**src/rtl/clint_multi.sv**
```systemverilog
// Multi-hart core-local interruptor: shared 64-bit mtime with tick prescaler,
// per-hart msip/mtimecmp, registered read path and interrupt outputs.
module clint_multi #(
  parameter int NUM_HARTS = 2,
  parameter int TICK_DIV  = 1
) (
  input  logic                 clk_in,
  input  logic                 reset_in,
  input  logic                 req_in,
  input  logic                 we_in,
  input  logic [31:0]          addr_in,
  input  logic [31:0]          data_in,
  output logic [31:0]          data_out,
  output logic                 ack_out,
  output logic [NUM_HARTS-1:0] timer_interrupt_req_out,
  output logic [NUM_HARTS-1:0] software_interrupt_req_out
);

  localparam logic [15:0] DIV_LAST = 16'(TICK_DIV - 1);

  logic [15:0]          pre_cnt;
  logic                 tick;
  logic [63:0]          mtime;
  logic [63:0]          mtimecmp [NUM_HARTS];
  logic [NUM_HARTS-1:0] msip;

  logic [15:0]          a;
  logic                 wr;
  logic                 rd;
  logic                 sel_mtime_lo;
  logic                 sel_mtime_hi;
  logic [NUM_HARTS-1:0] hit_msip;
  logic [NUM_HARTS-1:0] hit_cmp_lo;
  logic [NUM_HARTS-1:0] hit_cmp_hi;
  logic [31:0]          rdata;

  assign a    = addr_in[15:0];
  assign wr   = req_in & we_in;
  assign rd   = req_in & ~we_in;
  assign tick = (pre_cnt == DIV_LAST);

  assign sel_mtime_lo = (a == 16'hBFF8);
  assign sel_mtime_hi = (a == 16'hBFFC);

  // Per-hart decode keeps out-of-range harts from ever indexing the arrays
  always_comb begin
    hit_msip   = '0;
    hit_cmp_lo = '0;
    hit_cmp_hi = '0;
    for (int h = 0; h < NUM_HARTS; h++) begin
      hit_msip[h] = (a[15:14] == 2'b00) &&
                    (a[1:0] == 2'b00) &&
                    (a[13:2] == 12'(h));
      hit_cmp_lo[h] = (a[15:14] == 2'b01) &&
                      (a[2:0] == 3'b000) &&
                      (a[13:3] == 11'(h));
      hit_cmp_hi[h] = (a[15:14] == 2'b01) &&
                      (a[2:0] == 3'b100) &&
                      (a[13:3] == 11'(h));
    end
  end

  always_comb begin
    rdata = '0;
    unique case (1'b1)
      sel_mtime_lo: rdata = mtime[31:0];
      sel_mtime_hi: rdata = mtime[63:32];
      default: begin
        for (int h = 0; h < NUM_HARTS; h++) begin
          if (hit_msip[h])
            rdata = {31'b0, msip[h]};
          if (hit_cmp_lo[h])
            rdata = mtimecmp[h][31:0];
          if (hit_cmp_hi[h])
            rdata = mtimecmp[h][63:32];
        end
      end
    endcase
  end

  always_ff @(posedge clk_in) begin
    if (reset_in) begin
      pre_cnt  <= '0;
      mtime    <= '0;
      msip     <= '0;
      data_out <= '0;
      ack_out  <= 1'b0;
      timer_interrupt_req_out    <= '0;
      software_interrupt_req_out <= '0;
      for (int h = 0; h < NUM_HARTS; h++)
        mtimecmp[h] <= '1;
    end else begin
      ack_out <= req_in;
      if (rd)
        data_out <= rdata;

      pre_cnt <= tick ? '0 : pre_cnt + 16'd1;

      // A software write to either half suppresses that cycle's increment
      if (wr && sel_mtime_lo)
        mtime[31:0] <= data_in;
      else if (wr && sel_mtime_hi)
        mtime[63:32] <= data_in;
      else if (tick)
        mtime <= mtime + 64'd1;

      for (int h = 0; h < NUM_HARTS; h++) begin
        if (wr && hit_msip[h])
          msip[h] <= data_in[0];
        if (wr && hit_cmp_lo[h])
          mtimecmp[h][31:0] <= data_in;
        if (wr && hit_cmp_hi[h])
          mtimecmp[h][63:32] <= data_in;
        timer_interrupt_req_out[h] <= (mtime >= mtimecmp[h]);
        software_interrupt_req_out[h] <= msip[h];
      end
    end
  end

endmodule

```
**config.mk**
```make
export PLATFORM = sky130hd
export DESIGN_NAME = clint_multi
export DESIGN_NICKNAME = d
export VERILOG_FILES = /design/src/rtl/clint_multi.sv
export SDC_FILE = /design/constraint.sdc
export NUM_CORES = 1
export LEC_CHECK = 0
export BUFFER_PORTS_ARGS = -buffer_cell sky130_fd_sc_hd__buf_2
export CORE_UTILIZATION = 60
export CTS_BUF_LIST = sky130_fd_sc_hd__clkbuf_8
export CTS_CLUSTER_DIAMETER = 150
export CTS_CLUSTER_SIZE = 12
export DETAILED_ROUTE_END_ITERATION = 16
export PLACE_DENSITY_LB_ADDON = 0.08
export SLEW_MARGIN = 20
export SYNTH_ARGS = -nofsm -noshare
export SYNTH_HDL_FRONTEND = slang
export SYNTH_SLANG_ARGS = --single-unit
export TNS_END_PERCENT = 100
```
**constraint.sdc**
```tcl
create_clock -name clk_in -period 5.68 [get_ports clk_in]
set_input_delay 1.136 -clock clk_in [delete_from_list [all_inputs] [get_ports clk_in]]
set_output_delay 1.136 -clock clk_in [all_outputs]
set_load 0.05 [all_outputs]
```
==> metrics.md <==
| Metric | Value |
|---|---|
| Status | `complete, no violations` |
| HPWL after DPL | `30.22 mm` |
| Final #Nets | `1891` |
| Die area | `25490 um^2` |
| Chip width | `159.7 um` |
| Number of max-cap violations | `0` |
| Setup TNS | `0 ns` |
| WL final | `42.64 mm` |
| Maximum clock rate | `0.3000 GHz` |
| Final Wtd Congestion | `0.9262` |
| Gr usage total | `0.3341` |
| Hold Fails Final Rpt | `0` |
| Row count | `57` |
| Pin count of the biggest net entering global routing | `62` |
| Port Buffers | `88` |
| Grt total ovfl | `0` |
| Reg clk slew, reported paths | `0.09 ns` |
| CTS tree | `built` |
| Synth area leaders | `edfxtp_1 26%, dfxtp_1 16%, ha_1 11%, nor2_1 6.2%, a211oi_1 4.0%` |
| Clock sink total | `247` |
| Starting density of the core | `0.6132` |
| Drt first pass iters | `6` |
| Total CTS buffers | `24` |
| Synthesized flop and latch total | `247` |
| Post-synth net total | `1839` |
| CTS resizes | `0` |
| Routed Antenna Nets | `0` |
| # Post-CTS Setup Buffers | `0` |
| Critical Path Sink Type | `register` |
| Lkg Pwr | `6.771 nW` |
| Worst Hold Class | `register to register` |
| Number of synthesis warnings | `0` |
| Synth top area share | `0.2578` |
| Ys flop type | `edfxtp_1` |
| # DRC | `0` |
| H-tree Lvls | `1` |
| Required arrival time at the worst endpoint | `6.20 ns` |
| Post-Syn Instances | `1640` |
| Max VDD drop | `0.0002354 V` |
| Worst r2r path cells | `8` |
| Root Driver | `clkbuf_8` |
| Sequential area share after synthesis | `0.4175` |
| Pwr/cell area | `208.4 nW/um^2` |
| # fillers | `2087` |
| Largest area contributor in the netlist | `edfxtp_1` |
| Slew of the pin with the lowest slew margin | `1.046 ns` |
| Final Critical Period | `3.334 ns` |
| Final max-slew violation count | `0` |
| RSZ-0062 raised after global routing | `false` |
| Final setup violation count | `0` |
| Post-CTS Hold Buffers | `0` |
| Initial DRC count | `1603` |
| Multi-input logic area | `7859 um^2` |
| Sequential cell area | `6226 um^2` |
| IO Count | `105` |
| Critical path class | `primary input to register` |
| Clk_lat worst skew | `0.58 ns` |
| Initial antenna violation count | `0` |
| Diodes inserted | `0` |
| Share of cells above drive strength 1 | `0.1123` |
| Most numerous cell in the Yosys netlist | `nor2_1` |
| Synth cell count leaders | `247 x nor2_1, 138 x inv_1, 131 x ha_1` |
| Clk buf depth | `3` |
| Startpoint types | `primary input` |
| Avg Inst Size Synth | `9.093 um^2` |
| Hold depth | `1` |
| Via count | `12830` |
| Core area | `24320 um^2` |
| Synth cell types | `74` |
| Slew headroom | `0.2959` |
| Number of global-route vias before repair | `12250` |
| Die H | `159.7 um` |
| Via density | `6.308` |
| FFs w/ async S/R, synth | `0` |
| Util after Layout | `0.6596` |
| Wire per inst | `20.96 um` |
| Fin Clk Skew | `0.03484 ns` |
| Synth Cell Area | `14910 um^2` |
| Post-synth EDFFs | `128` |
| Final period util | `0.5869` |
| Worst Path Max Fanout | `26` |
| Critical Path AT | `3.86 ns` |
| First-pass GRT wire length | `66.72 mm` |
| Area added between synthesis and finish | `7.577%` |
==> cell type report <==
| class | instances | area share |
|---|---|---|
| multi-input cells | 1172 | 0.4899 |
| clock inverters | 19 | 0.004602 |
| well taps | 324 | 0.02527 |
| repair buffers | 109 | 0.03837 |
| clock buffers | 25 | 0.02145 |
| inverters | 138 | 0.03229 |
| flip-flops and latches | 247 | 0.3881 |
==> through the flow <==
step / instances / setup WS (ns) / hold slack, ns / power, mW / area, um^2
after floorplan: 1640 / 2.233 / 0.4300 / 2.204 / 14910
after global placement: 1990 / 1.829 / 0.4435 / 2.321 / 15620
after global routing: 2034 / 2.169 / 0.5135 / 3.449 / 16040
after detailed placement: 1990 / 1.751 / 0.4673 / 2.328 / 15620
final: 2034 / 2.346 / 0.4776 / 3.343 / 16040
after CTS: 2034 / 2.363 / 0.4809 / 3.351 / 16040
==> kinds of logic (layout without fill, tap and decap cells) <==
family,count (synthesis),in the layout,share of synthesized area
flops,247,247,0.4175
simple gates,547,547,0.1786
mux,66,66,0.04766
xor+xnor,41,41,0.02408
compound gates,387,387,0.1654
buf+inv,221,291,0.05681
fa+ha+maj,131,131,0.1099
==> worst max-delay path, stage by stage <==
cell	delay [ns]
buf_2	0.11
nand4bb_1	0.29
nor4_4	0.46
nand2_1	0.14
a21oi_2	0.51
buf_4	0.40
nand3_1	0.18
or4_1	0.45
a31oi_1	0.16
==> per-layer routing <==
layer / part of all wire / GRT usage / wire length, um
met5: 0 / 0 / 0
met4: 0.033 / 0.1241 / 1388
met3: 0.086 / 0.04597 / 3681
met2: 0.45 / 0.5240 / 19080
met1: 0.43 / 0.4711 / 18490
==> path summary, 6_finish.rpt <==
path,start,to,slack [ns]
max reg2reg,mtime[1],mtime[58],2.35
min,pre_cnt[0],pre_cnt[0],0.48
max,addr_in[0],mtime[58],2.35
min reg2reg,pre_cnt[0],pre_cnt[0],0.48
==> cell usage in the layout, fill, tap and decap left out, drive strengths merged, types with 3 or more instances in the layout <==
cell	synthesis	layout
xor2	21	21
and2	3	3
o211ai	6	6
nor4	19	19
o21a	5	5
edfxtp	128	128
a31o	3	3
dfxtp	119	119
o21ai	98	98
buf	19	109
o21bai	3	3
a21oi	85	85
a21o	15	15
and4	10	10
a211oi	80	80
a211o	3	3
nand2	74	74
a2111oi	4	4
o41ai	6	6
nor2	248	248
clkbuf	64	25
nor2b	6	6
o22ai	32	32
mux2i	35	35
or4	6	6
nand3	42	42
a31oi	14	14
mux2	30	30
inv	138	157
xnor2	20	20
ha	131	131
and3	12	12
nand2b	40	40
or3	10	10
o31ai	6	6
a22oi	7	7
nor3	30	30
nand4	40	40
==> flip-flops by register name, indices dropped and copies added, names as in the netlist <==
register and count:
mtimecmp 128, mtime 64, data_out 32, pre_cnt 16, msip 2, software_interrupt_req_out 2
timer_interrupt_req_out 2, ack_out 1
==> report_power, final <==
group | internal, mW | switching, mW
logic | 0.101 | 0.220
registers | 1.93 | 0.0369
clock network | 0.410 | 0.643
total | 2.44 | 0.900
No activity file was read; power rests on OpenSTA's default activity.
